--- config.mk ---
export PLATFORM = sky130hd
export DESIGN_NAME = serial_parity_rx_flat
export DESIGN_NICKNAME = d
export VERILOG_FILES = /design/src/rtl/serial_parity_pkg.sv /design/src/rtl/serial_parity_rx_if.sv /design/src/rtl/xor_acc.sv /design/src/rtl/serial_parity_rx.sv /design/src/flat_wrapper.sv
export SDC_FILE = /design/constraint.sdc
export NUM_CORES = 1
export LEC_CHECK = 0
export CORE_MARGIN = 4
export CORE_UTILIZATION = 37
export DETAILED_ROUTE_END_ITERATION = 12
export GPL_TIMING_DRIVEN = 0
export SETUP_SLACK_MARGIN = 0.3
export SYNTH_ARGS = -nofsm -noshare
export SYNTH_HDL_FRONTEND = slang
export SYNTH_SLANG_ARGS = --single-unit
--- constraint.sdc ---
create_clock -name clk -period 3.7 [get_ports clk]
set_clock_uncertainty 0.1 [all_clocks]
set_input_delay 0.74 -clock clk [delete_from_list [all_inputs] [get_ports clk]]
set_output_delay 0.74 -clock clk [all_outputs]
set_load 0.02 [all_outputs]
--- src/rtl/serial_parity_pkg.sv ---
// Shared definitions for the serial parity receiver and its matching generator:
// FSM state encoding, parity sense constants and the default frame width.
package serial_parity_pkg;

  typedef enum logic [1:0] {
    ST_IDLE   = 2'd0,
    ST_DATA   = 2'd1,
    ST_PARITY = 2'd2,
    ST_STOP   = 2'd3
  } rx_state_e;

  localparam int PARITY_EVEN       = 0;
  localparam int PARITY_ODD        = 1;
  localparam int DEFAULT_DATA_BITS = 8;

  // acc holds the XOR of data and parity bits; it must equal the parity sense.
  function automatic logic parity_mismatch(input logic acc, input int odd);
    return acc != odd[0];
  endfunction

endpackage

--- src/rtl/serial_parity_rx_if.sv ---
// Bundle between the bit-strobe source (master) and the serial parity receiver (slave).
// err_count exists only when SERIAL_PARITY_RX_ERRCNT_EN is defined.
interface serial_parity_rx_if #(
  parameter int DATA_BITS = serial_parity_pkg::DEFAULT_DATA_BITS
);

  logic                 din;
  logic                 din_valid;
  logic [DATA_BITS-1:0] data;
  logic                 data_valid;
  logic                 parity_err;
  logic                 frame_err;
  logic                 busy;
`ifdef SERIAL_PARITY_RX_ERRCNT_EN
  logic [7:0]           err_count;
`endif

  modport master (
    output din, din_valid,
    input  data, data_valid, parity_err, frame_err, busy
`ifdef SERIAL_PARITY_RX_ERRCNT_EN
    , input err_count
`endif
  );

  modport slave (
    input  din, din_valid,
    output data, data_valid, parity_err, frame_err, busy
`ifdef SERIAL_PARITY_RX_ERRCNT_EN
    , output err_count
`endif
  );

endinterface

--- src/rtl/xor_acc.sv ---
// One-bit XOR accumulator with synchronous clear (priority) and enable.
// Shared by the parity receiver and the parity generator.
module xor_acc (
  input  logic clk,
  input  logic rst,
  input  logic clr_i,
  input  logic en_i,
  input  logic d_i,
  output logic acc_o
);

  logic acc_q;

  // NOTE: state registers use non-blocking (<=) so every flop samples pre-edge values.
  always_ff @(posedge clk or posedge rst) begin
    if (rst) begin
      acc_q <= 1'b0;
    end else if (clr_i) begin
      acc_q <= 1'b0;
    end else if (en_i) begin
      acc_q <= acc_q ^ d_i;
    end
  end

  assign acc_o = acc_q;

endmodule

--- src/rtl/serial_parity_rx.sv ---
// Start/data/parity/stop frame receiver with XOR parity check, stalled by din_valid.
// Define SERIAL_PARITY_RX_ERRCNT_EN to add the saturating 8-bit err_count output.
module serial_parity_rx
  import serial_parity_pkg::*;
#(
  parameter int DATA_BITS = DEFAULT_DATA_BITS,
  parameter int ODD       = PARITY_EVEN
) (
  input  logic               clk,
  input  logic               rst,
  serial_parity_rx_if.slave  rx_if
);

  localparam int                CNT_W    = $clog2(DATA_BITS) + 1;
  localparam logic [CNT_W-1:0]  LAST_BIT = CNT_W'(DATA_BITS - 1);

  rx_state_e            state_q, state_d;
  logic [CNT_W-1:0]     bit_cnt_q, bit_cnt_d;
  logic [DATA_BITS-1:0] shreg_q, shreg_d;
  logic [DATA_BITS-1:0] data_q, data_d;
  logic                 data_valid_q, data_valid_d;
  logic                 parity_err_q, parity_err_d;
  logic                 frame_err_q, frame_err_d;
  logic                 busy_q, busy_d;
  logic                 acc_clr, acc_en, acc;

  xor_acc u_acc (
    .clk   (clk),
    .rst   (rst),
    .clr_i (acc_clr),
    .en_i  (acc_en),
    .d_i   (rx_if.din),
    .acc_o (acc)
  );

  // NOTE: every variable gets a default first so no path leaves it unassigned (no latches).
  always_comb begin
    state_d      = state_q;
    bit_cnt_d    = bit_cnt_q;
    shreg_d      = shreg_q;
    data_d       = data_q;
    data_valid_d = 1'b0;
    parity_err_d = parity_err_q;
    frame_err_d  = frame_err_q;
    acc_clr      = 1'b0;
    acc_en       = 1'b0;

    if (rx_if.din_valid) begin
      unique case (state_q)
        ST_IDLE: begin
          if (!rx_if.din) begin
            state_d   = ST_DATA;
            bit_cnt_d = '0;
            acc_clr   = 1'b1;
          end
        end
        ST_DATA: begin
          for (int i = 0; i < DATA_BITS; i++) begin
            if (bit_cnt_q == CNT_W'(i)) shreg_d[i] = rx_if.din;
          end
          acc_en    = 1'b1;
          bit_cnt_d = bit_cnt_q + 1'b1;
          if (bit_cnt_q == LAST_BIT) state_d = ST_PARITY;
        end
        ST_PARITY: begin
          acc_en  = 1'b1;
          state_d = ST_STOP;
        end
        ST_STOP: begin
          state_d      = ST_IDLE;
          data_d       = shreg_q;
          parity_err_d = parity_mismatch(acc, ODD);
          frame_err_d  = ~rx_if.din;
          data_valid_d = 1'b1;
        end
      endcase
    end

    busy_d = (state_d != ST_IDLE);
  end

  always_ff @(posedge clk or posedge rst) begin
    if (rst) begin
      state_q      <= ST_IDLE;
      bit_cnt_q    <= '0;
      // NOTE: the shift register is reset too, so a dropped partial frame never leaks into data.
      shreg_q      <= '0;
      data_q       <= '0;
      data_valid_q <= 1'b0;
      parity_err_q <= 1'b0;
      frame_err_q  <= 1'b0;
      busy_q       <= 1'b0;
    end else begin
      state_q      <= state_d;
      bit_cnt_q    <= bit_cnt_d;
      shreg_q      <= shreg_d;
      data_q       <= data_d;
      data_valid_q <= data_valid_d;
      parity_err_q <= parity_err_d;
      frame_err_q  <= frame_err_d;
      busy_q       <= busy_d;
    end
  end

  assign rx_if.data       = data_q;
  assign rx_if.data_valid = data_valid_q;
  assign rx_if.parity_err = parity_err_q;
  assign rx_if.frame_err  = frame_err_q;
  assign rx_if.busy       = busy_q;

`ifdef SERIAL_PARITY_RX_ERRCNT_EN
  logic [7:0] err_count_q, err_count_d;

  // A frame with both errors counts once; the count saturates.
  always_comb begin
    err_count_d = err_count_q;
    if (data_valid_d && (parity_err_d || frame_err_d) && (err_count_q != 8'hFF)) begin
      err_count_d = err_count_q + 8'd1;
    end
  end

  always_ff @(posedge clk or posedge rst) begin
    if (rst) err_count_q <= 8'd0;
    else     err_count_q <= err_count_d;
  end

  assign rx_if.err_count = err_count_q;
`endif

endmodule

--- src/flat_wrapper.sv ---
// flat-port wrapper written by rule: the top's interface ports become plain ports
module serial_parity_rx_flat import serial_parity_pkg::*;
#(
  parameter int DATA_BITS = DEFAULT_DATA_BITS,
  parameter int ODD       = PARITY_EVEN
)
  (clk, rst, rx_if_din, rx_if_din_valid, rx_if_data, rx_if_data_valid, rx_if_parity_err, rx_if_frame_err, rx_if_busy);
  serial_parity_rx_if #(.DATA_BITS(DATA_BITS)) rx_if_i ();
  input  logic clk;
  input  logic rst;
  input wire logic [$bits(rx_if_i.din)-1:0] rx_if_din;
  input wire logic [$bits(rx_if_i.din_valid)-1:0] rx_if_din_valid;
  output wire logic [$bits(rx_if_i.data)-1:0] rx_if_data;
  output wire logic [$bits(rx_if_i.data_valid)-1:0] rx_if_data_valid;
  output wire logic [$bits(rx_if_i.parity_err)-1:0] rx_if_parity_err;
  output wire logic [$bits(rx_if_i.frame_err)-1:0] rx_if_frame_err;
  output wire logic [$bits(rx_if_i.busy)-1:0] rx_if_busy;
  assign rx_if_i.din = rx_if_din;
  assign rx_if_i.din_valid = rx_if_din_valid;
  assign rx_if_data = rx_if_i.data;
  assign rx_if_data_valid = rx_if_i.data_valid;
  assign rx_if_parity_err = rx_if_i.parity_err;
  assign rx_if_frame_err = rx_if_i.frame_err;
  assign rx_if_busy = rx_if_i.busy;
  serial_parity_rx #(.DATA_BITS(DATA_BITS), .ODD(ODD)) u_core (.clk(clk), .rst(rst), .rx_if(rx_if_i));
endmodule
# After elaboration in Yosys (flattened, before gate mapping)
# Cells that the tools add are included.
# Widths: inputs -> output; s select.
[totals]
regBits = 27
input_bits = 4
out_inout_bits = 12
wordCells = 61
[op_classes]
add_sub_neg = 1
eq_ne = 11
mux = 15
n_bitwise = 2
reduce_logical = 16
[ops]
columns = ["op", "count"]
rows = [
  ["$reduce_and 3->1", 9],
  ["$eq 4x3->1 const B", 4],
  ["$mux 1", 9],
  ["$eq 4x2->1 const B", 2],
  ["$pmux 2 s4", 1],
  ["$pmux 4 s2", 1],
  ["$mux 2", 3],
  ["$reduce_bool 2->1", 3],
  ["$add 4x1->4 const B", 1],
  ["$eq 2x2->1 const B", 2],
  ["$eq 4x1->1 const B", 1],
  ["$logic_not 4->1", 1],
  ["$mux 4", 1],
  ["$eq 2x1->1 const B", 1],
  ["$logic_not 2->1", 1],
  ["$ne 2x2->1 const B", 1],
  ["$reduce_and 2->1", 1],
  ["$reduce_or 2->1", 1],
  ["$not 1->1", 1],
  ["$xor 1x1->1", 1],
]

# Logic depth before layout (Yosys ltp)
# Gate-level depths: netlist (run 1).
[logic_depth]
depth_word = 6
ltp_mapped = 6
depth_no_buf = 5

# Hierarchy
# A second synthesis (run 1) with hierarchy kept.
[unflattened]
hier_cells = 114
area_unflattened_um2 = 1343.8
[modules_own_cells]
columns = ["module", "instances", "cells_per_inst", "area_each_um2", "seq_area_each_um2"]
rows = [
  ["serial_parity_rx", 1, 109, 1288.7, 650.6],
  ["xor_acc", 1, 5, 55.1, 25.0],
]

# Least setup slack after synthesis (run 1)
# Ideal clock, no wire load.
[synth_path]
path_type = "register to register"
from = "register u_core.state_q[1]"
to = "register u_core.shreg_q[7]"
setup_time_ns = 0.128
arrival_ns = 1.416
required_ns = 3.472
path_slack_ns = 2.057
path_stages_with_launch = 7
path_buffers = 1
synth_period_minus_slack_ns = 1.643
cell_sequence = "dfrtp_1 > inv_1 > ha_1 > buf_2 > nand2_1 > nor2_1 > mux2_1"
[synth_between]
elab_chain_cells = 2
[synth_rtl]
columns = ["item", "line_no", "text"]
rows = [
  ["from (decl)", "serial_parity_rx.sv:17", "rx_state_e state_q, state_d;"],
  ["from (signal assigned)", "serial_parity_rx.sv:94", "state_q <= state_d;"],
  ["$eq 2x1->1", "serial_parity_rx.sv:49", "unique case (state_q)"],
  ["$reduce_and 3->1 (no line)", "--", ""],
  ["to (signal assigned)", "serial_parity_rx.sv:96", "shreg_q <= shreg_d;"],
  ["to (decl)", "serial_parity_rx.sv:19", "logic [DATA_BITS-1:0] shreg_q, shreg_d;"],
]
# Every way passes these cells.
# A chain may end at the register's enable or synchronous reset.

# Worst setup path in the final report (run 1)
[layout_path]
from = "register u_core.data_q[6] (netlist: u_core.rx_if.data[6])"
to = "output port rx_if_data[6]"
[layout_lines]
columns = ["item", "line_no", "text"]
rows = [
  ["from (decl)", "serial_parity_rx.sv:20", "logic [DATA_BITS-1:0] data_q, data_d;"],
  ["from (signal assigned)", "serial_parity_rx.sv:97", "data_q <= data_d;"],
  ["to (decl)", "flat_wrapper.sv:13", "output wire logic [$bits(rx_if_i.data)-1:0] rx_if_data;"],
]
# No word-level cell between the ends.

==> flow_summary.yaml, run 1 <==
sta:
  grt_setup_unrepaired: "no"
  fin_crit_ns: 2.097
  final.period_utilization_pct: 56.67
  clock.fmax_ghz: 0.4769
  tightest_slew_ns: 1.027
  finalHoldViolations: 0
  final-setup-viol-count: 0
  slew_viol_final: 0
  relSlewSlack_pct: 31.47
  hold_slack_ns: 0.3857
  totalNegativeSetupSlack_ns: 0
synthesis:
  syn-num-nets: 128
  ys.warnings.count: 0
  synth_top_cell_by_area: "sky130_fd_sc_hd__dfrtp_1"
  synth_area_per_cell_sq_um: 12.01
  synth_cell_types: 35
  ys_seq_elements: 27
  synth_area_leaders: "sky130_fd_sc_hd__dfrtp_1, sky130_fd_sc_hd__ha_1, sky130_fd_sc_hd__mux2_4, sky130_fd_sc_hd__mux2_1, sky130_fd_sc_hd__mux2_2"
  netlist_area_sq_um: 1381
  yosysSeqAreaShare_pct: 48.91
  post_syn_instances: 115
  synthDominantCellAreaShare_pct: 48.91
floorplanning:
  dieHeight_microns: 69.10
  die-width_microns: 69.10
  starting_density_of_the_core_pct: 39.83
  rows: 21
  core_area_sq_um: 3468
  top_level_ports: 16
  die_area_sq_um: 4775
drt:
  drt.antenna.violating_nets: 0
  drcViolationCount: 0
  drt_pre_antenna_iters: 4
  detail_route.wl_per_cell_microns: 14.02
  routed_wirelength_microns: 2524
  vias_per_cell: 5.056
  detailedRoute.firstIterationViolations: 49
  route.vias.total: 910
clock_network:
  clock_latency_reported_for_the_late_side_of_the_worst_skew_pair_ns: 0.27
  htree_levels: 1
  root_buffer: "sky130_fd_sc_hd__clkbuf_8"
  clock_path_buffers: 2
  clkSinkCount: 27
  number_of_gates_resized_after_cts: 0
  tritoncts.num_buffers: 3
  clock_tree_from_tritoncts: "yes"
  clk_pin_slew_worst_paths_ns: 0.09
  holdBufCountCts: 0
  post-cts-setup-buffer-count: 0
layout:
  area.growth.synth_to_final_pct: 18.39
  diodes_inserted: 0
  final_cell_area_sq_um: 1635
  drive_above_1_share_pct: 17.16
  fin_nets: 148
  fill_cells: 342
power:
  relative_contribution_of_the_clock_network_to_total_power_pct: 13.3
  finalPower_uw: 1242
  fraction_of_power_spent_switching_nets_pct: 36.63
  vdd.ir_drop.worst_mv: 0.2323
  switching_power_uw: 454.8
  pwr-share-seq_pct: 40.9
  power.share.combinational_pct: 45.9
  power.leakage_uw: 0.0007777
  intPower_uw: 786.9
  cellPowerDensity_nw_per_um2: 759.3
global_route:
  grt_use_total_pct: 11.71
  first_pass_grt_wire_length_microns: 4705
  grt_max_degree: 28
  grt_overflow_total: 0
  grt_pass1_vias: 970
  antenna_found_initial: 0
place:
  globalplace.congestion: 0.8707
  hpwl_microns: 1848
  placement.cell_area_sq_um: 1589
  io_buffers: 15
worst_setup_path:
  crit_buf_inv: 1
  cp_slowest_stage_delay_ns: 0.62
  cp_top_family: "buffers and inverters"
  crit_slowest_cell: "sky130_fd_sc_hd__clkdlybuf4s50_1"
  path_max_fanout: 2
  worst_setup_path_start_kind: "register"
  cp_data_arrival_time_ns: 1.26
  timing.critical_path.required_ns: 2.86
  end_kind: "output pin"
  crit_path_cell_trace: "clkdlybuf4s50_1"
  crit_type: "register to output pin"
min_path:
  hold_path_class: "register to register"
run_status:
  outcome: "completed"
job:
  timing.max_cap.violations: 0
-- cells in the mapped netlist, drive strengths merged --
master / n
nand3b: 2
o2bb2ai: 1
nand4bb: 1
a22oi: 1
clkbuf: 1
a22o: 1
a21boi: 1
nand3: 1
a21oi: 2
a221o: 1
a41oi: 1
o21ai: 9
dfrtp: 27
mux2: 17
nand2: 6
a31oi: 1
nand4b: 1
nand2b: 4
nor3b: 1
o31ai: 1
mux2i: 1
nor2: 8
and3: 1
or2b: 1
inv: 8
nand4: 2
buf: 3
ha: 9
o211a: 2
-- logic make-up (layout without fill, tap and decap cells) --
| group | Yosys count | after routing | share of synthesized area (%) |
|---|---|---|---|
| buffers and inverters | 12 | 31 | 4.438 |
| AO/OA/AOI/OAI | 21 | 21 | 10.15 |
| AND/OR/NAND/NOR | 28 | 28 | 11.87 |
| adder cells (fa/ha/maj) | 9 | 9 | 8.152 |
| multiplexers | 18 | 18 | 16.48 |
| flip-flops | 27 | 27 | 48.91 |
-- power groups by stage --
stage	sequential, uW	clock (uW)	combinational (uW)
after floorplan	560	0	329
after global placement	506	0	555
after detailed placement	517	0	571
after CTS	510	173	573
after global routing	530	188	633
final	507	165	570
-- cells in the final DEF, fill, tap and decap left out --
| master | Yosys | layout |
|---|---|---|
| sky130_fd_sc_hd__nand4_1 | 2 | 2 |
| sky130_fd_sc_hd__a21boi_1 | 1 | 1 |
| sky130_fd_sc_hd__mux2i_1 | 1 | 1 |
| sky130_fd_sc_hd__o211a_1 | 2 | 2 |
| sky130_fd_sc_hd__clkbuf_8 | 0 | 3 |
| sky130_fd_sc_hd__o2bb2ai_1 | 1 | 1 |
| sky130_fd_sc_hd__nor3b_2 | 1 | 1 |
| sky130_fd_sc_hd__o31ai_1 | 1 | 1 |
| sky130_fd_sc_hd__a41oi_1 | 1 | 1 |
| sky130_fd_sc_hd__a22oi_1 | 1 | 1 |
| sky130_fd_sc_hd__and3_2 | 1 | 1 |
| sky130_fd_sc_hd__inv_1 | 8 | 8 |
| sky130_fd_sc_hd__nand2_1 | 5 | 5 |
| sky130_fd_sc_hd__dfrtp_1 | 27 | 27 |
| sky130_fd_sc_hd__o21ai_0 | 7 | 7 |
| sky130_fd_sc_hd__clkbuf_1 | 1 | 1 |
| sky130_fd_sc_hd__mux2_1 | 5 | 5 |
| sky130_fd_sc_hd__mux2_2 | 5 | 5 |
| sky130_fd_sc_hd__nand3b_1 | 1 | 1 |
| sky130_fd_sc_hd__mux2_4 | 7 | 7 |
| sky130_fd_sc_hd__a22o_1 | 1 | 1 |
| sky130_fd_sc_hd__nor2_1 | 8 | 8 |
| sky130_fd_sc_hd__buf_6 | 2 | 2 |
| sky130_fd_sc_hd__or2b_1 | 1 | 1 |
| sky130_fd_sc_hd__o21ai_1 | 2 | 2 |
| sky130_fd_sc_hd__nand2b_1 | 4 | 4 |
| sky130_fd_sc_hd__nand4b_1 | 1 | 1 |
| sky130_fd_sc_hd__a31oi_1 | 1 | 1 |
| sky130_fd_sc_hd__clkinv_2 | 0 | 1 |
| sky130_fd_sc_hd__nand2_2 | 1 | 1 |
| sky130_fd_sc_hd__clkdlybuf4s50_1 | 0 | 15 |
| sky130_fd_sc_hd__a21oi_1 | 2 | 2 |
| sky130_fd_sc_hd__nand3_1 | 1 | 1 |
| sky130_fd_sc_hd__nand4bb_1 | 1 | 1 |
| sky130_fd_sc_hd__buf_2 | 1 | 1 |
| sky130_fd_sc_hd__ha_1 | 9 | 9 |
| sky130_fd_sc_hd__nand3b_2 | 1 | 1 |
| sky130_fd_sc_hd__a221o_1 | 1 | 1 |
-- state kept, by name, indices dropped and copies added (netlist names), 2 cells and up --
name               flops
u_core.rx_if.data      8
u_core.shreg_q         8
u_core.bit_cnt_q       4
u_core.state_q         2
-- routing by layer --
| layer | up-vias | track usage [%] | wire (microns) |
|---|---|---|---|
| met5 | - | 0 | 0 |
| met4 | 0 | 3.254 | 13 |
| li1 | 440 | - | - |
| met3 | 2 | 2.616 | 101 |
| met1 | 454 | 16.24 | 1253 |
| met2 | 14 | 18.33 | 1155 |
-- final timing paths --
check,start,to,slack [ns],cells past startpoint
min in group asynchronous,rst,u_core.rx_if.frame_err$_DFFE_PP0P_,0.91,2
max,u_core.rx_if.data[6]$_DFFE_PP0P_,rx_if_data[6],1.60,1
min reg2reg,u_core.rx_if.frame_err$_DFFE_PP0P_,u_core.rx_if.frame_err$_DFFE_PP0P_,0.39,2
max reg2reg,u_core.state_q[1]$_DFF_PP0_,u_core.shreg_q[7]$_DFFE_PP0P_,1.78,6
min,u_core.rx_if.frame_err$_DFFE_PP0P_,u_core.rx_if.frame_err$_DFFE_PP0P_,0.39,2
max in group asynchronous,rst,u_core.rx_if.data[5]$_DFFE_PP0P_,1.97,2
-- final cells by class --
cell class                      instances  area (sq um)  area share [%]
Buffer                                  4         31.28           1.913
Clock buffer                            3         41.29           2.525
Clock inverter                          1         5.005          0.3060
Inverter                                8         30.03           1.836
Multi-Input combinational cell         76         644.4           39.40
Sequential cell                        27         675.6           41.32
Tap cell                               46         57.56           3.520
Timing Repair Buffer                   15         150.1           9.181
-- through the flow --
stage,setup WS (ns),utilization [%],std cells
4_1_cts,1.587,47.15,180
6_report,1.603,47.15,180
2_1_floorplan,2.057,-,115
3_3_place_gp,1.332,45.82,176
5_1_grt,1.541,47.15,180
3_5_place_dp,1.320,45.82,176
(Power assumes the default switching activity.)
==> run 2: changes to the inputs <==
==> constraint.sdc (replaced) <==
create_clock -name clk -period 2.06 [get_ports clk]
set_clock_uncertainty 0.1 [all_clocks]
set_input_delay 0.412 -clock clk [delete_from_list [all_inputs] [get_ports clk]]
set_output_delay 0.412 -clock clk [all_outputs]
set_load 0.02 [all_outputs]
==> run 2 against run 1 <==
Hold slack got worse by 0.0051 ns. Total power increased by 79%. Via count increased by 1.4%. Die area unchanged. Final cell count unchanged. Non-clock buffer count unchanged. Combinational power increased by 77%. Critical endpoint is now rx_if_data_valid.
==> flow_summary.yaml, run 2 (synthesis results as in run 1) <==
floorplanning:
  top_level_ports: 16
  rows: 21
  die_area_sq_um: 4775
  core_area_sq_um: 3468
  dieHeight_microns: 69.10
  starting_density_of_the_core_pct: 39.83
  die-width_microns: 69.10
sta:
  slew_viol_final: 0
  totalNegativeSetupSlack_ns: 0
  final.period_utilization_pct: 83.00
  hold_slack_ns: 0.3807
  fin_crit_ns: 1.710
  grt_setup_unrepaired: "yes"
  clock.fmax_ghz: 0.5848
  finalHoldViolations: 0
  relSlewSlack_pct: 31.21
  tightest_slew_ns: 1.031
  final-setup-viol-count: 0
  final_critical_path_setup_slack_ns: 0.3501
power:
  pwr-share-seq_pct: 41.1
  power.leakage_uw: 0.0008962
  relative_contribution_of_the_clock_network_to_total_power_pct: 13.5
  finalPower_uw: 2227
  fraction_of_power_spent_switching_nets_pct: 37.26
  power.share.combinational_pct: 45.5
  vdd.ir_drop.worst_mv: 0.4210
  switching_power_uw: 829.7
  intPower_uw: 1397
  cellPowerDensity_nw_per_um2: 1337
min_path:
  hold_path_class: "register to register"
  whs_endpoint: "u_core.rx_if.frame_err$_DFFE_PP0P_"
  number_of_cells_traversed_by_the_worst_hold_path: 2
  hp-start: "u_core.rx_if.frame_err$_DFFE_PP0P_"
worst_setup_path:
  worst_setup_path_start_kind: "register"
  timing.critical_path.required_ns: 1.55
  crit_buf_inv: 1
  crit_path_cell_trace: "clkdlybuf4s50_1"
  cp_top_family: "buffers and inverters"
  r2r_slack_ns: 0.38
  crit_slowest_cell: "sky130_fd_sc_hd__clkdlybuf4s50_1"
  cp_data_arrival_time_ns: 1.20
  rr_worst_depth: 6
  regToRegStartpoint: "u_core.state_q[1]$_DFF_PP0_"
  r2r-end: "u_core.shreg_q[7]$_DFFE_PP0P_"
  crit_type: "register to output pin"
  cp_slowest_stage_delay_ns: 0.60
  end_kind: "output pin"
  path_max_fanout: 1
layout:
  area.growth.synth_to_final_pct: 20.56
  layout_common_cells: "sky130_fd_sc_hd__dfrtp_1, sky130_fd_sc_hd__nor2_1, sky130_fd_sc_hd__ha_1, sky130_fd_sc_hd__dlymetal6s2s_1"
  fin_nets: 148
  final_common_cell: "sky130_fd_sc_hd__dfrtp_1"
  diodes_inserted: 0
  drive_above_1_share_pct: 18.66
clock_network:
  clock_tree_from_tritoncts: "yes"
  clk_pin_slew_worst_paths_ns: 0.10
  post-cts-setup-buffer-count: 0
  root_buffer: "sky130_fd_sc_hd__clkbuf_8"
  holdBufCountCts: 0
  clkSinkCount: 27
  htree_levels: 1
  number_of_gates_resized_after_cts: 7
  clock_latency_reported_for_the_late_side_of_the_worst_skew_pair_ns: 0.27
  tritoncts.num_buffers: 3
  clock_path_buffers: 2
place:
  globalplace.congestion: 0.8707
  io_buffers: 15
  hpwl_microns: 1848
  pre_cts_slack_ns: 0.007953
global_route:
  first_pass_grt_wire_length_microns: 4740
  grt_overflow_total: 0
  grt_pass1_vias: 970
  antenna_found_initial: 0
  grt_use_total_pct: 11.77
  grt_max_degree: 28
drt:
  detailedRoute.firstIterationViolations: 61
  detail_route.wl_per_cell_microns: 14.21
  drt_pre_antenna_iters: 6
  routed_wirelength_microns: 2558
  wirelength_met1_microns: 1291
  met2_wirelength_microns: 1154
  vias_per_cell: 5.128
  route.vias.total: 923
  drcViolationCount: 0
  dr.max_layer_used: "met4"
  route.met3.wl_microns: 98
  drt.antenna.violating_nets: 0
run_status:
  outcome: "completed"
job:
  timing.max_cap.violations: 0
run 2: stage by stage:
step	utilization [%]	area [sq um]	instances
finish	48.02	1665	180
CTS	47.44	1645	180
global placement	45.82	1589	176
global route	48.02	1665	180
detailed placement	45.82	1589	176
floorplan	-	1381	115
run 2: power groups by stage:
stage	clock, uW	sequential [uW]	combinational [uW]
detailed placement	0	928	1030
CTS	311	920	1030
global route	338	955	1130
finish	300	914	1010
global placement	0	909	997
floorplan	0	1010	591
run 2: how the worst max path moves through the flow:
stage	slack [ns]	start	endpoint	cells past startpoint
finish	0.35	u_core.rx_if.data_valid$_DFF_PP0_	rx_if_data_valid	1
global route	0.27	u_core.state_q[1]$_DFF_PP0_	u_core.shreg_q[7]$_DFFE_PP0P_	6
CTS	0.30	rx_if_din_valid	u_core.shreg_q[7]$_DFFE_PP0P_	5
detailed placement	0.008	rx_if_din_valid	u_core.shreg_q[7]$_DFFE_PP0P_	5
global placement	0.02	rx_if_din_valid	u_core.shreg_q[7]$_DFFE_PP0P_	5
floorplan	0.42	u_core.state_q[1]$_DFF_PP0_	u_core.shreg_q[7]$_DFFE_PP0P_	6
run 2: layout make-up:
type / count / area (sq um)
clock buffer: 3 / 41.29
multi-input combinational: 76 / 656.9
buffer: 4 / 33.78
clock inverter: 1 / 5.005
inverter: 8 / 30.03
timing repair buffer: 15 / 165.2
sequential: 27 / 675.6
fill: 341 / 1803
tap: 46 / 57.56
run 2: routing by layer:
metal / GRT usage [%] / up-vias
met3: 2.616 / 2
li1: - / 439
met4: 3.254 / 0
met2: 18.33 / 21
met1: 16.42 / 461
met5: 0 / -
==> run 3: changes to the inputs <==
==> constraint.sdc (replaced) <==
create_clock -name clk -period 1.6 [get_ports clk]
set_clock_uncertainty 0.1 [all_clocks]
set_input_delay 0.32 -clock clk [delete_from_list [all_inputs] [get_ports clk]]
set_output_delay 0.32 -clock clk [all_outputs]
set_load 0.02 [all_outputs]
==> run 3 against run 2 <==
Total power rose by 52%. Critical path type is now register to register. Sequential cell count is the same. Sequential share of layout area decreased by 5.9 points. Final cell count is 9.4% higher. Design area grew 18%. Critical path depth up 5. Die area unchanged. First-iteration DRC count down 52%. Combinational power rose by 78%. Highest routed layer unchanged. Non-clock buffer count is 17 higher. Setup slack lost 0.29 ns. Clock power up 24%.
==> flow_summary.yaml, run 3 (synthesis results as in run 1) <==
run_status:
  outcome: "completed"
worst_setup_path:
  end_kind: "register"
  crit_path_cell_trace: "inv_2 -> ha_4 -> buf_6 -> nand2_4 -> nor2_4 -> mux2_4"
  crit_type: "register to register"
  crit_slowest_cell: "sky130_fd_sc_hd__dfrtp_1"
  path_max_fanout: 7
  cp_data_arrival_time_ns: 1.60
  cp_slowest_stage_delay_ns: 0.42
  cp_top_family: "flip-flops"
  worst_setup_path_start_kind: "register"
  regToRegStartpoint: "u_core.state_q[1]$_DFF_PP0_"
  timing.critical_path.required_ns: 1.66
  crit_buf_inv: 2
  cp-startpoint: "u_core.state_q[1]$_DFF_PP0_"
power:
  finalPower_uw: 3384
  vdd.ir_drop.worst_mv: 0.6789
  cellPowerDensity_nw_per_um2: 1726
  power.leakage_uw: 0.0009399
place:
  post-place-cells: 176
  io_buffers: 15
  pre_cts_slack_ns: -0.3804
  hpwl_microns: 1774
  globalplace.congestion: 0.8617
clock_network:
  clock_path_buffers: 2
  htree_levels: 1
  clock_tree_from_tritoncts: "yes"
  tritoncts.num_buffers: 3
  holdBufCountCts: 0
  root_buffer: "sky130_fd_sc_hd__clkbuf_8"
  clkSinkCount: 27
  clock_latency_reported_for_the_late_side_of_the_worst_skew_pair_ns: 0.27
  clk_pin_slew_worst_paths_ns: 0.09
drt:
  detail_route.wl_per_cell_microns: 14.87
  drt.antenna.violating_nets: 0
  detailedRoute.firstIterationViolations: 29
  drt_pre_antenna_iters: 4
  vias_per_cell: 5.096
  routed_wirelength_microns: 2929
  drcViolationCount: 0
  route.vias.total: 1004
sta:
  clock.fmax_ghz: 0.6486
  relSlewSlack_pct: 61.62
  final-setup-viol-count: 0
  tightest_slew_ns: 0.5745
  totalNegativeSetupSlack_ns: 0
  final.period_utilization_pct: 96.36
  finalHoldViolations: 0
  slew_viol_final: 0
  grt_setup_unrepaired: "yes"
  fin_crit_ns: 1.542
  hold_slack_ns: 0.3556
  final_critical_path_setup_slack_ns: 0.05827
layout:
  drive_above_1_share_pct: 54.97
  final_common_cell: "sky130_fd_sc_hd__dfrtp_1"
  fin_nets: 165
  area.growth.synth_to_final_pct: 41.94
  final_cells: 197
  fill_cells: 299
  layout_common_cells: "sky130_fd_sc_hd__dfrtp_1, sky130_fd_sc_hd__buf_2, sky130_fd_sc_hd__mux2_4"
  diodes_inserted: 0
global_route:
  grt_max_degree: 28
  first_pass_grt_wire_length_microns: 4981
  grt_use_total_pct: 12.60
  grt_overflow_total: 0
  grt_pass1_vias: 1107
  antenna_found_initial: 0
job:
  timing.max_cap.violations: 0
floorplanning:
  starting_density_of_the_core_pct: 39.83
  core_area_sq_um: 3468
  die-width_microns: 69.10
  rows: 21
  dieHeight_microns: 69.10
  top_level_ports: 16
  die_area_sq_um: 4775
min_path:
  hold_path_class: "primary input to async pin"
run 3: cell types whose count changed in the layout (fill, tap and decap cells not counted), sizes merged, moves of 2 or more:
cell,change
buf,+29
clkbuf,+2
clkdlybuf4s50,-2
dlygate4sd2,-3
dlymetal6s2s,-8
run 3: path summary, 6_finish.rpt:
path,cells after the start,slack [ns],to
min in group clk,2,0.38,u_core.rx_if.frame_err$_DFFE_PP0P_
worst min-delay path,2,0.36,u_core.rx_if.data_valid$_DFF_PP0_
max in group asynchronous,2,0.67,u_core.bit_cnt_q[1]$_DFFE_PP0P_
worst min register to register,2,0.38,u_core.rx_if.frame_err$_DFFE_PP0P_
worst max-delay path,6,0.06,u_core.shreg_q[7]$_DFFE_PP0P_
worst max register to register,6,0.06,u_core.shreg_q[7]$_DFFE_PP0P_
run 3: timing repair:
action,in CTS,in global routing
pin swaps,7,9
cloned,1,0
setup buffers,13,3
setup endpoints to repair,65,27
gates resized for setup,76,26
run 3: worst reg2reg max path, stage by stage, from the launching register on:
cell and delay [ns]:
sky130_fd_sc_hd__dfrtp_1 0.42, sky130_fd_sc_hd__inv_2 0.10, sky130_fd_sc_hd__ha_4 0.18, sky130_fd_sc_hd__buf_6 0.15, sky130_fd_sc_hd__nand2_4 0.07, sky130_fd_sc_hd__nor2_4 0.11, sky130_fd_sc_hd__mux2_4 0.30
run 3: per-stage QoR:
step	cell area [sq um]	util, %
finish	1961	56.53
global placement	1622	46.75
floorplan	1414	-
global route	1961	56.53
detailed placement	1622	46.75
CTS	1861	53.64
run 3: layout make-up:
type                    count  area (sq um)  area share (%)
repair buffers             32         279.0           14.23
multi-input cells          76         824.5           42.05
inverters                   8         33.78           1.723
well taps                  46         57.56           2.936
clock buffers               4         45.04           2.297
plain buffers               4         41.29           2.106
flip-flops and latches     27         679.4           34.65
run 3: routing by layer:
layer  global-route usage [%]  routed length, microns
met1                    14.87                    1257
met2                    20.87                    1533
met3                    3.343                     100
met4                    6.508                      38
met5                        0                       0
run 3: report_power, final:
part	total (uW)	leakage [uW]	switching, uW	internal (uW)
logic	1800	0.000576	847	948
registers	1220	0.000341	238	979
clock network	372	0.0000228	194	178
total	3380	0.000940	1280	2110
